`src/rtl/osd_ctrl.sv`:
```
// OSD controller: decodes SPI OSD commands, streams SPI payload into the 2 KiB OSD
// buffer, and merges core-side writes behind SPI. Optional auto-hide: OSD_AUTOHIDE_EN.
module osd_ctrl #(
    parameter logic [23:0] HIDE_TICKS = 24'd16000000
) (
    input  logic        clk_sys,
    input  logic        reset,
    input  logic        spi_cmd_stb,
    input  logic [7:0]  spi_cmd,
    input  logic        spi_dat_stb,
    input  logic [7:0]  spi_dat,
    input  logic        spi_end,
    input  logic        core_req,
    input  logic [10:0] core_addr,
    input  logic [7:0]  core_data,
    output logic        core_ack,
    output logic        buf_we,
    output logic [10:0] buf_addr,
    output logic [7:0]  buf_wdata,
    output logic        osd_enable,
    output logic        spi_busy
);

    typedef enum logic [1:0] {IDLE, WRITE, OTHER} state_t;

    state_t      state, state_nx;
    logic [10:0] wr_ptr;
    logic        cmd_vld, cmd_is_wr, cmd_is_osd;
    logic        spi_wr, core_wr;

    // spi_end masks any strobe arriving with it
    assign cmd_vld    = spi_cmd_stb & ~spi_end;
    assign cmd_is_wr  = (spi_cmd[7:3] == 5'b00100);
    assign cmd_is_osd = (spi_cmd[7:4] == 4'h4);
    assign spi_wr     = (state == WRITE) & spi_dat_stb & ~spi_end;
    assign core_wr    = core_req & ~core_ack & ~spi_wr;
    assign spi_busy   = (state != IDLE);

    always_comb begin
        state_nx = state;
        if (spi_end)
            state_nx = IDLE;
        else if (spi_cmd_stb)
            state_nx = cmd_is_wr ? WRITE : OTHER;
    end

    always_ff @(posedge clk_sys) begin
        if (reset) begin
            state  <= IDLE;
            wr_ptr <= '0;
        end else begin
            state <= state_nx;
            if (cmd_vld && cmd_is_wr)
                wr_ptr <= {spi_cmd[2:0], 8'h00};
            else if (spi_wr)
                wr_ptr <= wr_ptr + 11'd1;
        end
    end

    // Buffer write port: SPI payload wins, core is served on any other cycle
    always_ff @(posedge clk_sys) begin
        if (reset) begin
            buf_we    <= 1'b0;
            buf_addr  <= '0;
            buf_wdata <= '0;
            core_ack  <= 1'b0;
        end else begin
            buf_we   <= spi_wr | core_wr;
            core_ack <= core_wr;
            if (spi_wr) begin
                buf_addr  <= wr_ptr;
                buf_wdata <= spi_dat;
            end else if (core_wr) begin
                buf_addr  <= core_addr;
                buf_wdata <= core_data;
            end
        end
    end

`ifdef OSD_AUTOHIDE_EN
    logic [23:0] hide_cnt;
    logic        spi_act;

    assign spi_act = spi_cmd_stb | spi_dat_stb | spi_end;

    always_ff @(posedge clk_sys) begin
        if (reset) begin
            hide_cnt   <= '0;
            osd_enable <= 1'b0;
        end else begin
            if (spi_act)
                hide_cnt <= HIDE_TICKS;
            else if (osd_enable && hide_cnt != 24'd0)
                hide_cnt <= hide_cnt - 24'd1;
            // an enable command on the expiry cycle keeps the OSD up
            if (cmd_vld && cmd_is_osd)
                osd_enable <= spi_cmd[0];
            else if (!spi_act && osd_enable && hide_cnt == 24'd1)
                osd_enable <= 1'b0;
        end
    end
`else
    logic unused_hide;
    assign unused_hide = ^HIDE_TICKS;

    always_ff @(posedge clk_sys) begin
        if (reset)
            osd_enable <= 1'b0;
        else if (cmd_vld && cmd_is_osd)
            osd_enable <= spi_cmd[0];
    end
`endif

endmodule

```
`config.mk`:
```
export PLATFORM = sky130hd
export DESIGN_NAME = osd_ctrl
export DESIGN_NICKNAME = d
export VERILOG_FILES = /design/src/rtl/osd_ctrl.sv
export SDC_FILE = /design/constraint.sdc
export NUM_CORES = 1
export LEC_CHECK = 0
export ABC_AREA = 1
export CORE_MARGIN = 2
export CORE_UTILIZATION = 43
export DETAILED_ROUTE_END_ITERATION = 8
export PLACE_DENSITY = 0.79
export SYNTH_ARGS = -nofsm -noshare
export SYNTH_HDL_FRONTEND = slang
export SYNTH_SLANG_ARGS = --single-unit
```
`constraint.sdc`:
```
create_clock -name clk_sys -period 2 [get_ports clk_sys]
set_clock_uncertainty 0.2 [all_clocks]
set_input_delay 0.4 -clock clk_sys [delete_from_list [all_inputs] [get_ports clk_sys]]
set_output_delay 0.4 -clock clk_sys [all_outputs]
set_load 0.005 [all_outputs]
```
==> results.sh <==
export IMPL_status="completed"
export IMPL_arrival_ns=1.35
export IMPL_place_ws_ns=-0.0297
export IMPL_hpwl_mm=3.07
export IMPL_fin_area_mm2=0.00247
export IMPL_cts_tree="built"
export IMPL_viasPerCell=4.65
export IMPL_synthMuxAreaShare_pct=0
export IMPL_yosys_area_share_simple_pct=35.0
export IMPL_critPathLaunchType="flip-flop"
export IMPL_power_leakage_nw=1.05
export IMPL_hold_path_startpoint="osd_enable"
export IMPL_fp_dieW_um=66.4
export IMPL_dr_pass1_iters=4
export IMPL_powerDensity_mw_per_mm2=601
export IMPL_start_util_pct=45.1
export IMPL_ios=64
export IMPL_finalSetupViolCount=0
export IMPL_rows=22
export IMPL_placedCellCount=359
export IMPL_drive_above_1_share_pct=8.18
export IMPL_yosysWarningCount=0
export IMPL_wl_mm=4.04
export IMPL_ant_nets=0
export IMPL_ys_types=28
export IMPL_drv_slew=0
export IMPL_synth_top_area_share_pct=41.8
export IMPL_vias=1703
export IMPL_worst_slew_pin_slew_ns=0.435
export IMPL_min_period_ns=1.95
export IMPL_cts_max_path_buffers=2
export IMPL_rsz0062_at_grt="false"
export IMPL_synth_top_cell_by_area="dfxtp_1"
export IMPL_io_buffer_count=63
export IMPL_diodes=0
export IMPL_htree_levels=2
export IMPL_antenna_found_initial=0
export IMPL_drtIter0Drc=63
export IMPL_rr_endpoint="wr_ptr[8]"
export IMPL_max_freq_ghz=0.512
export IMPL_required_ns=1.40
export IMPL_clkTransAtPathRegs_ns=0.07
export IMPL_rr_startpoint="wr_ptr[0]"
export IMPL_final_hold_viol_count=0
export IMPL_post_cts_resized=0
export IMPL_numCtsBuffers=5
export IMPL_drc=0
export IMPL_maxCapViolations=0
export IMPL_crit_path_end_kind="output pin"
export IMPL_grt_pass1_vias=1625
export IMPL_synth_xor_area_share_pct=1.04
export IMPL_synth_compound_area_share_pct=10.5
export IMPL_synthTopCellsByArea="dfxtp_1 42%, nand2_1 19%, inv_1 6.5%"
export IMPL_hp_class="reg2reg"
export IMPL_synth_seq_cells=35
export IMPL_syn2layout_area_growth_pct=47.1
export IMPL_ys_seq_area_share_pct=41.8
export IMPL_place_area_mm2=0.00238
export IMPL_clkSinkCount=35
export IMPL_cts_hold_buf=0
export IMPL_r2r_slack_ns=0.36
export IMPL_grt_use_total_pct=20.5
export IMPL_fin_nets=360
export IMPL_cts_root_buffer="clkbuf_8"
export IMPL_holdPathEnd="osd_enable"
export IMPL_synth_fa_ha_area_share_pct=0.746
export IMPL_gp_congestion=0.881
export IMPL_path_class="reg2out"
export IMPL_synth_top_family_by_area="simple AND/OR/NAND/NOR gates"
export IMPL_worstHoldPathCells=2
export IMPL_synthCells=249
export IMPL_synth_fp_nets=291
export IMPL_syn_avg_cell_area_um2=6.73
export IMPL_grt_ovfl_total=0
export IMPL_core_region_area_mm2=0.00372
export IMPL_r2r_cells=7
export IMPL_post_cts_setup_buffers=0
export IMPL_worstPathMaxFanout=3
export IMPL_grt_pass1_wl_mm=6.90
export IMPL_die_area_mm2=0.00441
export IMPL_layout_setup_ws_ns=0.0486
export IMPL_final_cells=366
export IMPL_utilization_pct=66.4
export IMPL_synth_area_mm2=0.00168
export IMPL_wl_per_cell_um=11.0
export IMPL_relSlewSlack_pct=71.0
export IMPL_grt_start_max_net_pins=20
export IMPL_vdd_drop_max_mv=0.336
export IMPL_clk_latency_ns=0.29
export IMPL_die_height_um=66.4
export IMPL_fin_crit_sh_pct=97.6
layout by cell type (no fill, tap or decap), types with 4 or more instances in the layout:
master / n
nand3_1: 16
buf_4: 6
o211ai_1: 6
a21oi_1: 6
clkbuf_8: 6
clkdlybuf4s50_1: 63
a31oi_1: 9
nand2_1: 87
dfxtp_1: 35
o21ai_0: 4
inv_1: 29
nor2_1: 28
how the worst max path moves through the flow:
stage,depth (start not counted),endpoint,from
2_1_floorplan,8,wr_ptr[10],wr_ptr[0]
5_1_grt,2,spi_busy,state[1]
4_1_cts,2,spi_busy,state[1]
3_3_place_gp,10,buf_addr[3],spi_end
3_5_place_dp,10,buf_addr[6],spi_end
6_report,2,spi_busy,state[1]
synth_stat cells:
| library cell | number |
|---|---|
| nand3_2 | 1 |
| nor4_1 | 1 |
| nor3_1 | 1 |
| nor2_1 | 28 |
| or2_2 | 1 |
| nor2_4 | 1 |
| dfxtp_1 | 35 |
| buf_6 | 2 |
| clkbuf_1 | 3 |
| a31oi_1 | 9 |
| a21oi_1 | 6 |
| o211ai_1 | 6 |
| inv_4 | 2 |
| inv_1 | 29 |
| nand2_4 | 1 |
| nand2_2 | 2 |
| inv_2 | 2 |
| buf_4 | 2 |
| xor2_1 | 2 |
| a22oi_1 | 1 |
| o21ai_1 | 2 |
| a21boi_0 | 1 |
| nand2_1 | 87 |
| nand3_1 | 16 |
| o21ai_0 | 4 |
| ha_1 | 1 |
| buf_2 | 1 |
| nor2_2 | 2 |
worst max-delay path: stages (launching register included):
cell and delay (ns):
dfxtp_1 0.34, or2_2 0.28, clkdlybuf4s50_1 0.45
flip-flops by register name (all words and copies together) (netlist names):
register    count
buf_addr       11
buf_we          1
wr_ptr         11
core_ack        1
osd_enable      1
buf_wdata       8
state           2
per-stage QoR:
step                      setup TNS (ns)  total power [mW]  hold slack [ns]
after floorplan                        0             0.839            0.240
after global placement                 0             0.984            0.248
after detailed placement         -0.0829             0.987            0.249
after CTS                              0              1.50            0.261
after global routing                   0              1.55            0.300
final                                  0              1.48            0.254
cells by family after synthesis:
group                    after synthesis
AND/OR/NAND/NOR                      141
XOR/XNOR                               2
flip-flops                            35
buffers and inverters                 41
AO/OA/AOI/OAI                         29
adder cells (fa/ha/maj)                1
area by class of cell:
type | count | area [µm²]
Fill cell | 340 | 1250
Timing Repair Buffer | 70 | 696
Clock inverter | 1 | 5.00
Multi-Input combinational cell | 173 | 793
Clock buffer | 6 | 82.6
Sequential cell | 35 | 701
Inverter | 33 | 129
Tap cell | 48 | 60.1
power breakdown:
group | internal [mW] | leakage [nW] | switching [mW]
clock | 0.270 | 0.0470 | 0.243
sequential | 0.723 | 0.286 | 0.0140
combinational | 0.145 | 0.716 | 0.0879
total | 1.14 | 1.05 | 0.345
routing by layer:
metal | GRT usage (%) | routed length, µm | vias up
met5 | 0 | 0 | -
met4 | 9.18 | 82 | 0
met3 | 7.84 | 370 | 8
met2 | 34.1 | 1910 | 61
met1 | 23.2 | 1680 | 720
li1 | - | - | 914
No activity file was read; power rests on OpenSTA's default activity.
